==> config.mk <==
export PLATFORM = sky130hd
export DESIGN_NAME = seg7_scan_driver
export DESIGN_NICKNAME = d
export VERILOG_FILES = /design/src/rtl/seg7_pkg.sv /design/src/rtl/seg7_glyph.sv /design/src/rtl/seg7_scan_driver.sv
export SDC_FILE = /design/constraint.sdc
export NUM_CORES = 1
export LEC_CHECK = 0
export ABC_AREA = 1
export BUFFER_PORTS_ARGS = -buffer_cell sky130_fd_sc_hd__buf_2
export CORE_MARGIN = 1.5
export CORE_UTILIZATION = 58
export DETAILED_ROUTE_END_ITERATION = 8
export HOLD_SLACK_MARGIN = 0.12
export PLACE_DENSITY = 0.84
export SYNTH_ARGS = -nofsm -noshare
export SYNTH_HDL_FRONTEND = slang
export SYNTH_SLANG_ARGS = --single-unit
==> constraint.sdc <==
create_clock -name clk -period 2.7 [get_ports clk]
set_clock_uncertainty 0.2 [all_clocks]
set_input_delay 0.405 -clock clk [delete_from_list [all_inputs] [get_ports clk]]
set_output_delay 0.405 -clock clk [all_outputs]
set_load 0.01 [all_outputs]
==> src/rtl/seg7_pkg.sv <==
// Shared types and constants for the seg7 scan driver: active-low glyphs (bit0 = a .. bit6 = g).
// Entries 10..15 carry the hex glyphs A b C d E F; seg7_glyph decides whether they are used.
package seg7_pkg;

   typedef logic [6:0] seg_t;
   typedef logic [3:0] dcode_t;

   localparam seg_t SEG_BLANK = 7'h7F;

   localparam seg_t GLYPH_TAB [16] = '{
      7'b1000000, 7'b1111001, 7'b0100100, 7'b0110000,
      7'b0011001, 7'b0010010, 7'b0000010, 7'b1111000,
      7'b0000000, 7'b0010000, 7'b0001000, 7'b0000011,
      7'b1000110, 7'b0100001, 7'b0000110, 7'b0001110
   };

endpackage

==> src/rtl/seg7_glyph.sv <==
// Combinational digit-code to active-low segment decoder, zero latency, no flow control.
// SEG7_HEX_EN defined: codes 10..15 show hex glyphs; otherwise they decode to blank.
module seg7_glyph
   import seg7_pkg::*;
(
   input  dcode_t code_i,
   output seg_t   seg_o
);

   always_comb begin
`ifdef SEG7_HEX_EN
      seg_o = GLYPH_TAB[code_i];
`else
      seg_o = (code_i > 4'd9) ? SEG_BLANK : GLYPH_TAB[code_i];
`endif
   end

endmodule

==> src/rtl/seg7_scan_driver.sv <==
// Time-multiplexed N-digit 7-segment driver; registered seg/anode outputs, one dead cycle per slot.
// Updates via valid/ready into a single pending buffer, committed at frame end; ready low while pending.
// Hex glyphs for codes 10..15 are enabled by defining SEG7_HEX_EN.
module seg7_scan_driver
   import seg7_pkg::*;
#(
   parameter int DIGITS       = 4,
   parameter int SCAN_DIV     = 1000,
   parameter int BLINK_FRAMES = 64
) (
   input  logic                clk,
   input  logic                rst_n,
   input  logic                upd_valid,
   output logic                upd_ready,
   input  logic [4*DIGITS-1:0] upd_data,
   input  logic                lzb_en,
   input  logic                blink_en,
   output logic [6:0]          seg_o,
   output logic [DIGITS-1:0]   an_o
);

   localparam int PW = $clog2(SCAN_DIV);
   localparam int IW = (DIGITS > 1) ? $clog2(DIGITS) : 1;
   localparam int BW = (BLINK_FRAMES > 1) ? $clog2(BLINK_FRAMES) : 1;

   localparam logic [PW-1:0] PRESC_LAST = PW'(SCAN_DIV - 1);
   localparam logic [IW-1:0] IDX_LAST   = IW'(DIGITS - 1);
   localparam logic [BW-1:0] BLINK_LAST = BW'(BLINK_FRAMES - 1);

   logic [PW-1:0]       presc_q, presc_d;
   logic [IW-1:0]       idx_q, idx_d;
   logic                started_q, started_d;
   logic                lzb_q, lzb_d;
   logic                blink_q, blink_d;
   logic [BW-1:0]       bcnt_q, bcnt_d;
   logic                phase_q, phase_d;
   logic                pend_q, pend_d;
   logic [4*DIGITS-1:0] pbuf_q, pbuf_d;
   logic [4*DIGITS-1:0] fb_q, fb_d;
   seg_t                seg_q, seg_d;
   logic [DIGITS-1:0]   an_q, an_d;

   logic   tick;
   logic   frame_end;
   logic   zero_run;
   logic   cur_blank;
   dcode_t cur_code;
   seg_t   cur_seg;

   // The slot before the first tick is a lead-in, so digit 0 is the first one shown.
   assign tick      = (presc_q == PRESC_LAST);
   assign frame_end = tick && started_q && (idx_q == IDX_LAST);
   assign upd_ready = !pend_q;
   assign seg_o     = seg_q;
   assign an_o      = an_q;

   always_comb begin
      cur_code  = '0;
      cur_blank = 1'b0;
      zero_run  = lzb_q;
      for (int k = DIGITS - 1; k >= 0; k--) begin
         zero_run = zero_run && (fb_q[4*k +: 4] == 4'd0);
         if (idx_q == IW'(k)) begin
            cur_code  = fb_q[4*k +: 4];
            cur_blank = zero_run && (k != 0);
         end
      end
   end

   seg7_glyph u_glyph (
      .code_i (cur_code),
      .seg_o  (cur_seg)
   );

   always_comb begin
      presc_d   = tick ? '0 : presc_q + 1'b1;
      idx_d     = idx_q;
      started_d = started_q;
      lzb_d     = lzb_q;
      blink_d   = blink_q;
      bcnt_d    = bcnt_q;
      phase_d   = phase_q;
      pend_d    = pend_q;
      pbuf_d    = pbuf_q;
      fb_d      = fb_q;
      seg_d     = SEG_BLANK;
      an_d      = '1;

      if (tick) begin
         started_d = 1'b1;
         lzb_d     = lzb_en;
         blink_d   = blink_en;
         if (started_q) begin
            idx_d = (idx_q == IDX_LAST) ? '0 : idx_q + 1'b1;
         end
      end

      if (frame_end) begin
         if (bcnt_q == BLINK_LAST) begin
            bcnt_d  = '0;
            phase_d = !phase_q;
         end else begin
            bcnt_d = bcnt_q + 1'b1;
         end
      end

      // A capture while empty never commits in the same cycle: commit needs pend already set.
      if (frame_end && pend_q) begin
         fb_d   = pbuf_q;
         pend_d = 1'b0;
      end else if (upd_valid && !pend_q) begin
         pbuf_d = upd_data;
         pend_d = 1'b1;
      end

      if (!tick && started_q) begin
         seg_d = cur_blank ? SEG_BLANK : cur_seg;
         if (!(blink_q && phase_q)) begin
            an_d = ~(DIGITS'(1) << idx_q);
         end
      end
   end

   always_ff @(posedge clk or negedge rst_n) begin
      if (!rst_n) begin
         presc_q   <= '0;
         idx_q     <= '0;
         started_q <= 1'b0;
         lzb_q     <= 1'b0;
         blink_q   <= 1'b0;
         bcnt_q    <= '0;
         phase_q   <= 1'b0;
         pend_q    <= 1'b0;
         pbuf_q    <= '0;
         fb_q      <= '0;
         seg_q     <= SEG_BLANK;
         an_q      <= '1;
      end else begin
         presc_q   <= presc_d;
         idx_q     <= idx_d;
         started_q <= started_d;
         lzb_q     <= lzb_d;
         blink_q   <= blink_d;
         bcnt_q    <= bcnt_d;
         phase_q   <= phase_d;
         pend_q    <= pend_d;
         pbuf_q    <= pbuf_d;
         fb_q      <= fb_d;
         seg_q     <= seg_d;
         an_q      <= an_d;
      end
   end

endmodule

==> flow_summary.json <==
{
  "cp-start-kind": "register",
  "tightest_slew_ps": 619.9,
  "cts_made_buffers": 9,
  "wl_per_cell_microns": 12.31,
  "arrival_ps": 2250,
  "cts_root_buf": "clkbuf_8",
  "maxCapViolCount": 0,
  "drv_slew": 0,
  "ir_drop_mv": 0.4945,
  "critical_path.max_stage_delay_ps": 400,
  "die_h_microns": 76.84,
  "p_per_area_nw_per_um2": 517.1,
  "diodes": 0,
  "drive_gt1_share_pct": 22.30,
  "portBuffers": 32,
  "cp_cell_sequence": "inv_1 > ha_1 > inv_2 > nor2_1 > nor2_1 > nand2_1 > nand2_1 > inv_1 > ha_1 > nand2_1 > nand2_1 > o21a_1 > nand2_1",
  "cp_slowest_cell": "dfrtp_1",
  "clk_path_buf_depth": 2,
  "synth_fp_nets": 378,
  "gp_congestion": 0.8644,
  "ant_nets": 0,
  "vias": 2427,
  "synth_cells": 347,
  "worstSetupEndpointType": "register",
  "met1_usage_pct": 28.23,
  "ys_warn_count": 0,
  "place_area_sq_um": 3385,
  "syn_to_final_growth_pct": 19.31,
  "dieWidth_microns": 76.84,
  "slew_headroom_pct": 58.67,
  "finalNetCount": 434,
  "yosysSeqAreaShare_pct": 52.67,
  "htree_levels": 3,
  "fillerInstances": 368,
  "cts.sinks": 66,
  "grt_max_degree": 40,
  "status": "finished, final reports clean",
  "ys_ff_latch": 66,
  "p_leak_nw": 1.912,
  "use_met2_pct": 35.58,
  "synth_area_sq_um": 3162,
  "required_ps": 2770,
  "synth_edf_count": 0,
  "post-route-min-period_ps": 2182,
  "clk_latency_ps": 340,
  "syn_avg_cell_area_sq_um": 9.112,
  "dieArea_sq_um": 5904,
  "drt-total-wl_microns": 5882,
  "synthArstFlopShare_pct": 100.0,
  "dpl.hpwl_microns": 3927,
  "cp_top_family": "simple AND/OR/NAND/NOR gates",
  "rsz0062_at_grt": "no",
  "period_share_pct": 80.80,
  "grt.busiest_layer": "met2",
  "synthFlopType": "dfrtp_1",
  "met3_usage_pct": 7.262,
  "antenna_found_initial": 0,
  "dr.pass1.iters": 4,
  "ios": 33,
  "finalSetupViolCount": 0,
  "start_util_pct": 61.13,
  "tritoncts": "done",
  "utilization_pct": 72.93,
  "grt_overflow": 0,
  "hold_class": "input port to register",
  "drc": 0,
  "hold_violations": 0,
  "grt.total_usage_pct": 22.52,
  "grt_pass1_wl_microns": 10360,
  "path_max_fanout": 7,
  "critPathBufInv": 3,
  "post-cts-setup-buffers": 0,
  "max_clock_freq_mhz": 458.4,
  "drtIter0Drc": 97,
  "total_power_mw": 1.951,
  "crit_type": "register to register",
  "cts.clk_slew.worst_paths_ps": 70,
  "fin_setup_tns_ps": 0,
  "fin_area_sq_um": 3772,
  "crit_top_cell": "nand2_1",
  "core_sq_um": 5172,
  "synth_cell_type_count": 28,
  "grt_pass1_vias": 2374,
  "rows": 26,
  "vias_per_cell": 5.077
}
-- metal layers --
metal / vias up / share of wire, %
met5: - / 0
met4: 0 / 2.0
met3: 12 / 4.1
met2: 68 / 48
met1: 1127 / 46
li1: 1220 / -
-- worst min-delay path, stage by stage --
cell	delay, ps
buf_2	70
nor2_1	30
a21oi_1	120
-- metrics by stage --
stage / hold WS, ps / worst slack [ps] / cells
global route: 137.7 / 313.7 / 478
detailed placement: 261.2 / 553.8 / 443
finish: 137.5 / 518.3 / 478
global placement: 253.0 / 626.1 / 443
CTS: 129.8 / 529.9 / 478
floorplan: -90.59 / 802.0 / 347
-- synthesized netlist by cell type (all sizes together) (2+ instances only) --
library cell,number,area share [%]
xor2,3,0.83
a21oi,15,3.4
buf,8,1.7
ha,10,4.0
nand3,32,5.1
nand2,101,12
nand3b,2,0.47
o21ai,14,2.2
nand4,3,1.1
mux2,13,4.6
dfrtp,55,44
nor3,4,0.99
or2,3,0.59
nor2,33,4.4
xnor2,5,1.4
inv,32,3.8
dfstp,11,9.1
-- cell usage in the layout, fill, tap and decap left out, drive strengths merged --
cell type / instances
a21o: 1
or2: 3
dfstp: 11
clkinv: 1
dfrtp: 55
nor2: 33
mux2: 13
nand3b: 2
bufinv: 1
xnor2: 5
inv: 32
clkbuf: 14
nand2: 101
nand4: 3
o21ai: 14
nor3: 4
and3: 1
ha: 10
o21a: 1
xor2: 3
a21oi: 15
dlygate4sd3: 19
buf: 34
nand3: 32
-- cells by family (layout without fill, tap and decap cells) --
group,after synthesis,after routing,synth area share (%)
simple gates,179,179,24.93
flops,66,66,52.67
buf+inv,40,101,5.461
compound gates,31,31,6.134
mux,13,13,4.630
fa+ha+maj,10,10,3.957
xor+xnor,8,8,2.216
-- report_power, final --
part,internal (mW),switching [mW]
sequential,1.02,0.0135
clock,0.477,0.358
combinational,0.0489,0.0358
total,1.54,0.407
-- final timing paths --
check                             startpoint    endpoint  slack (ps)  cells after the start
worst max-delay path                idx_q[1]    seg_o[4]         520                     13
worst min-delay path            upd_data[15]  pbuf_q[15]         140                      3
max in group asynchronous              rst_n    fb_q[14]        1270                      3
worst min register to register       blink_q     blink_q         280                      2
worst max register to register      idx_q[1]    seg_o[4]         520                     13
min in group asynchronous              rst_n  presc_q[3]         400                      2
-- layout make-up --
type,count,area (sq um),share of cell area [%]
sequential,66,1665,44.15
clock buffer,14,162.7,4.312
timing repair buffer,53,377.9,10.02
inverter,32,120.1,3.184
clock inverter,2,35.03,0.9287
tap,70,87.58,2.322
multi-input combinational,241,1324,35.09
-- flip-flops by register name, indices dropped and copies added, names as in the netlist --
register	cells
an_o	4
started_q	1
phase_q	1
bcnt_q	6
fb_q	16
idx_q	2
seg_o	7
presc_q	10
blink_q	1
pend_q	1
lzb_q	1
pbuf_q	16
-- timing repair --
| action | in CTS | in global routing |
|---|---|---|
| hold buffers | 19 | 0 |
| setup endpoints to repair | 0 | 0 |
| gates resized for setup | 0 | 0 |
| endpoints found under the hold margin | 34 | 0 |
Note: power is estimated with default switching activity, not from simulation.
